===== src/rtl/pipelined_adder_if.sv =====
`default_nettype none
// ============================================================================
// Module      : pipelined_adder_if
// Description : Operand/result handshake bundle for the pipelined adder.
// Revision    : 1.0 - initial release
// ============================================================================
interface pipelined_adder_if #(
    parameter int WIDTH = 32
);
    logic             in_valid;
    logic             in_ready;
    logic [WIDTH-1:0] x;
    logic [WIDTH-1:0] y;
    logic             cin;
    logic             sub;
    logic             out_valid;
    logic             out_ready;
    logic [WIDTH-1:0] s;
    logic             c;
    logic             ovf;

    modport master (
        output in_valid, x, y, cin, sub, out_ready,
        input  in_ready, out_valid, s, c, ovf
    );

    modport slave (
        input  in_valid, x, y, cin, sub, out_ready,
        output in_ready, out_valid, s, c, ovf
    );
endinterface
`default_nettype wire


===== src/rtl/pipelined_adder.sv =====
`default_nettype none
// ============================================================================
// Module      : pipelined_adder
// Description : STAGES-deep chunked adder/subtractor with valid/ready flow.
// Revision    : 1.0 - initial release
// ============================================================================
module pipelined_adder #(
    parameter int WIDTH  = 32,
    parameter int STAGES = 4
) (
    input  logic                clk,
    input  logic                rst,
    pipelined_adder_if.slave    bus
);
    localparam int CW   = WIDTH / STAGES;
    localparam int LAST = STAGES - 1;

    // Per-stage inputs: stage 0 is fed from the ports, stage k from stage k-1.
    logic [WIDTH-1:0] px [STAGES];
    logic [WIDTH-1:0] py [STAGES];
    logic [WIDTH-1:0] ps [STAGES];
    logic             pc [STAGES];
    logic             pv [STAGES];

    logic [WIDTH-1:0] x_d [STAGES];
    logic [WIDTH-1:0] x_q [STAGES];
    logic [WIDTH-1:0] y_d [STAGES];
    logic [WIDTH-1:0] y_q [STAGES];
    logic [WIDTH-1:0] s_d [STAGES];
    logic [WIDTH-1:0] s_q [STAGES];
    logic             c_d [STAGES];
    logic             c_q [STAGES];
    logic             v_d [STAGES];
    logic             v_q [STAGES];
    logic             ovf_d;
    logic             ovf_q;

    logic             adv;
    logic [WIDTH-1:0] y_eff;
    logic             carry0;

    assign adv          = !v_q[LAST] || bus.out_ready;
    assign bus.in_ready = adv;
    assign y_eff        = bus.sub ? ~bus.y : bus.y;
    assign carry0       = bus.sub | bus.cin;

    for (genvar k = 0; k < STAGES; k++) begin : g_stage
        logic [CW:0] chunk;

        if (k == 0) begin : g_head
            assign px[k] = bus.x;
            assign py[k] = y_eff;
            assign ps[k] = '0;
            assign pc[k] = carry0;
            assign pv[k] = bus.in_valid;
        end else begin : g_body
            assign px[k] = x_q[k-1];
            assign py[k] = y_q[k-1];
            assign ps[k] = s_q[k-1];
            assign pc[k] = c_q[k-1];
            assign pv[k] = v_q[k-1];
        end

        always_comb begin
            chunk  = {1'b0, px[k][k*CW +: CW]} + {1'b0, py[k][k*CW +: CW]}
                   + {{CW{1'b0}}, pc[k]};
            x_d[k] = px[k];
            y_d[k] = py[k];
            v_d[k] = pv[k];
            c_d[k] = chunk[CW];
            s_d[k] = ps[k];
            s_d[k][k*CW +: CW] = chunk[CW-1:0];
        end

        always_ff @(posedge clk) begin
            if (rst) begin
                x_q[k] <= '0;
                y_q[k] <= '0;
                s_q[k] <= '0;
                c_q[k] <= 1'b0;
                v_q[k] <= 1'b0;
            end else if (adv) begin
                x_q[k] <= x_d[k];
                y_q[k] <= y_d[k];
                s_q[k] <= s_d[k];
                c_q[k] <= c_d[k];
                v_q[k] <= v_d[k];
            end
        end
    end

    // Overflow uses the operand MSBs carried into the last stage.
    always_comb begin
        ovf_d = (px[LAST][WIDTH-1] == py[LAST][WIDTH-1]) &&
                (s_d[LAST][WIDTH-1] != px[LAST][WIDTH-1]);
    end

    always_ff @(posedge clk) begin
        if (rst) begin
            ovf_q <= 1'b0;
        end else if (adv) begin
            ovf_q <= ovf_d;
        end
    end

    assign bus.s         = s_q[LAST];
    assign bus.c         = c_q[LAST];
    assign bus.ovf       = ovf_q;
    assign bus.out_valid = v_q[LAST];
endmodule
`default_nettype wire


===== src/flat_wrapper.sv =====
// flat-port wrapper written by rule: the top's interface ports become plain ports
module pipelined_adder_flat 
#(
    parameter int WIDTH  = 32,
    parameter int STAGES = 4
)
  (clk, rst, bus_in_valid, bus_x, bus_y, bus_cin, bus_sub, bus_out_ready, bus_in_ready, bus_out_valid, bus_s, bus_c, bus_ovf);
  pipelined_adder_if #(.WIDTH(WIDTH)) bus_i ();
  input  logic clk;
  input  logic rst;
  input wire logic [$bits(bus_i.in_valid)-1:0] bus_in_valid;
  input wire logic [$bits(bus_i.x)-1:0] bus_x;
  input wire logic [$bits(bus_i.y)-1:0] bus_y;
  input wire logic [$bits(bus_i.cin)-1:0] bus_cin;
  input wire logic [$bits(bus_i.sub)-1:0] bus_sub;
  input wire logic [$bits(bus_i.out_ready)-1:0] bus_out_ready;
  output wire logic [$bits(bus_i.in_ready)-1:0] bus_in_ready;
  output wire logic [$bits(bus_i.out_valid)-1:0] bus_out_valid;
  output wire logic [$bits(bus_i.s)-1:0] bus_s;
  output wire logic [$bits(bus_i.c)-1:0] bus_c;
  output wire logic [$bits(bus_i.ovf)-1:0] bus_ovf;
  assign bus_i.in_valid = bus_in_valid;
  assign bus_i.x = bus_x;
  assign bus_i.y = bus_y;
  assign bus_i.cin = bus_cin;
  assign bus_i.sub = bus_sub;
  assign bus_i.out_ready = bus_out_ready;
  assign bus_in_ready = bus_i.in_ready;
  assign bus_out_valid = bus_i.out_valid;
  assign bus_s = bus_i.s;
  assign bus_c = bus_i.c;
  assign bus_ovf = bus_i.ovf;
  pipelined_adder #(.WIDTH(WIDTH), .STAGES(STAGES)) u_core (.clk(clk), .rst(rst), .bus(bus_i));
endmodule

===== config.mk =====
export PLATFORM = sky130hd
export DESIGN_NAME = pipelined_adder_flat
export DESIGN_NICKNAME = d
export VERILOG_FILES = /design/src/rtl/pipelined_adder_if.sv /design/src/rtl/pipelined_adder.sv /design/src/flat_wrapper.sv
export SDC_FILE = /design/constraint.sdc
export NUM_CORES = 1
export LEC_CHECK = 0
export BUFFER_PORTS_ARGS = -buffer_cell sky130_fd_sc_hd__buf_2
export CAP_MARGIN = 0
export CORE_ASPECT_RATIO = 1.1
export CORE_MARGIN = 8
export CORE_UTILIZATION = 62
export DETAILED_ROUTE_END_ITERATION = 6
export PLACE_DENSITY = 0.86
export SKIP_CTS_REPAIR_TIMING = 1
export SLEW_MARGIN = 20
export SYNTH_ARGS = -nofsm -noshare
export SYNTH_HDL_FRONTEND = slang
export SYNTH_SLANG_ARGS = --single-unit

===== constraint.sdc =====
create_clock -name clk -period 16.7 [get_ports clk]
set_clock_uncertainty 0.1 [all_clocks]
set_input_delay 3.34 -clock clk [delete_from_list [all_inputs] [get_ports clk]]
set_output_delay 3.34 -clock clk [all_outputs]
set_load 0.05 [all_outputs]

==> flow_metrics.py <==
metrics = {
    "place": {
        "placed_area_um2": 8920,
        "place_ws_ps": 9260,
        "place_congestion": 0.796,
        "port_buffers": 105,
        "place_hpwl_um": 8870,
    },
    "sta": {
        "slew_viol_final": 0,
        "worst_pin_slew_ps": 1060,
        "finalCriticalPeriod_ps": 7450,
        "slew_headroom_pct": 29.3,
        "setup_violations": 0,
        "fmax_mhz": 134,
        "rsz0062_at_grt": "false",
        "setup_tns_ps": 0,
        "setup_slack_ps": 9250,
        "finalCritPeriodShare_pct": 44.6,
        "hold_viol_final": 0,
    },
    "finish": {
        "drive_gt1_share_pct": 21.0,
        "fin_area_um2": 9510,
        "final_common_cell": "edfxtp_1",
        "area_delta_synth_final_pct": 15.0,
        "final_cell_mix": "edfxtp_1, and2_1, buf_2",
        "n_fill_cell": 849,
        "nNetsFinal": 797,
    },
    "critical_path": {
        "path_common_cell": "buf_2",
        "end_kind": "output port",
        "required_ps": 13260,
        "r2r_setup_slack_ps": 13900,
        "slowest_delay_ps": 210,
        "path_buf_inv": 4,
        "crit_fanout": 9,
        "critPathTopFamily": "buffers and inverters",
        "crit_chain": "buf_2, nor2b_1, buf_4, inv_1, buf_2",
        "cpMaxStageDelayCell": "buf_4",
        "cp.arrival_ps": 4010,
        "crit_type": "in -> out",
        "startpoint_type": "input port",
    },
    "clock_tree": {
        "cts.clk_slew.worst_paths_ps": 60,
        "cts_tree": "yes",
        "cts_buffers": 17,
        "cts.sinks": 185,
        "clk_latency_ps": 420,
        "cts.htree.levels": 4,
        "cts_max_path_buffers": 2,
        "clock-root-buffer": "clkbuf_16",
    },
    "synthesis": {
        "yosysTopAreaCell": "edfxtp_1",
        "synth-seq-cells": 185,
        "synth_top_flop_cell": "edfxtp_1",
        "synth.cell_area_um2": 8270,
        "yosysTopAreaCellShare_pct": 66.8,
        "synthTopCellsByArea": "edfxtp_1, and2_1, ha_1, xnor2_1, nor2_1",
        "syn-num-nets": 694,
        "ys_seq_area_share_pct": 67.1,
        "yosysWarnings": 0,
        "syn_avg_cell_area_um2": 14.1,
        "synth.distinct_cells": 38,
        "synth_async_sr_flop_share_pct": 0,
        "synth_cells": 588,
        "synth-edff-count": 184,
    },
    "floorplan": {
        "die_x_um": 126,
        "core_area_um2": 13100,
        "die_y_um": 137,
        "rows": 44,
        "start_util_pct": 63.1,
        "die_area_um2": 17300,
        "ios": 106,
    },
    "global_routing": {
        "grt_pass1_vias": 4663,
        "antenna_found_initial": 1,
        "grt_usage_pct": 16.5,
        "grt_pass1_wl_um": 22300,
        "grt-ovfl-total": 0,
        "grt_max_degree": 104,
    },
    "route": {
        "ant_nets": 0,
        "routed_wl_um": 13600,
        "vias": 4506,
        "remaining_drc_errors": 0,
        "avgRoutedWirePerCell_um": 15.7,
        "viasPerCell": 5.20,
        "first_pass_iters": 7,
        "drt_iter0_markers": 335,
    },
    "worst_hold_path": {
        "min_path_type": "reg -> reg",
    },
    "power_and_ir_drop": {
        "ir_worst_vdd_mv": 0.0818,
        "leakagePower_nw": 4.18,
        "powerDensity_nw_per_um2": 109,
    },
    "flow_run": {
        "maxCapViolCount": 0,
    },
    "run_status": {
        "run_status": "finished, final reports clean",
    },
}
[worst register-to-register path: stages, from the launching register on]
cell and delay [ps]:
edfxtp_1 370, nor2b_1 140, buf_4 180, nand2b_4 760
buf_6 790
[routing by layer]
metal / up-vias / share of wire, % / track usage (%)
li1: 2261 / - / -
met1: 2104 / 42 / 19.2
met2: 131 / 51 / 28.5
met3: 10 / 5.2 / 4.72
met4: 0 / 1.4 / 6.69
met5: - / 0 / 0
[power by group]
| part | internal [mW] | total (mW) | switching, mW |
|---|---|---|---|
| Sequential | 0.548 | 0.557 | 0.00925 |
| Combinational | 0.0441 | 0.110 | 0.0655 |
| Clock | 0.206 | 0.371 | 0.166 |
[cells in the mapped netlist, types with 4 or more instances]
library cell and count:
edfxtp_1 184, and2_1 129, nor2_1 57, xnor2_1 35
ha_1 28, inv_1 19, o21ai_0 15, clkbuf_1 13
buf_2 11, xor2_1 10, a21oi_1 8, fa_1 8
a21o_1 6, nor3_1 6, nand2b_1 5, o21a_1 5
or3_1 5, nor2b_1 4, o21bai_1 4
[final timing paths]
kind / depth (start not counted) / start / endpoint
worst max register to register: 4 / u_core.v_q[3] / u_core.x_q[0][12]
worst min-delay path: 1 / u_core.x_q[0][58] / u_core.x_q[1][26]
worst max-delay path: 5 / bus_out_ready / bus_in_ready
worst min register to register: 1 / u_core.x_q[0][58] / u_core.x_q[1][26]
[flip-flops by register name, indices dropped and copies added (netlist names)]
name	flops
u_core.s_q	80
u_core.x_q	48
u_core.y_q	48
u_core.c_q	4
u_core.v_q	4
u_core.bus.ovf	1
[logic make-up (layout without fill, tap and decap cells)]
| family | count (synthesis) | count (layout) | synth area share, % |
|---|---|---|---|
| other cells | 0 | 1 | 0 |
| compound gates | 57 | 57 | 4.80 |
| fa+ha+maj | 36 | 36 | 6.17 |
| xor+xnor | 45 | 45 | 4.77 |
| buf+inv | 44 | 160 | 2.21 |
| simple gates | 218 | 218 | 14.6 |
| flops | 185 | 185 | 67.1 |
| mux | 3 | 3 | 0.363 |
[cell type report]
cell class | count | area [um2] | area share [%]
Timing Repair Buffer | 109 | 579 | 6.09
Clock buffer | 17 | 425 | 4.47
Inverter | 19 | 71.3 | 0.750
Sequential cell | 185 | 5550 | 58.3
Tap cell | 161 | 201 | 2.12
Antenna cell | 1 | 2.50 | 0.0263
Clock inverter | 15 | 126 | 1.33
Multi-Input combinational cell | 359 | 2550 | 26.9
[stage by stage]
stage / std cells / power (mW) / hold WS [ps] / util [%]
4_1_cts: 864 / 1.04 / 421 / 72.3
2_1_floorplan: 588 / 0.643 / 397 / -
6_report: 866 / 1.04 / 419 / 72.6
5_1_grt: 866 / 1.07 / 433 / 72.6
3_3_place_gp: 832 / 0.666 / 400 / 68.1
3_5_place_dp: 832 / 0.674 / 405 / 68.1
(Power assumes the default switching activity.)
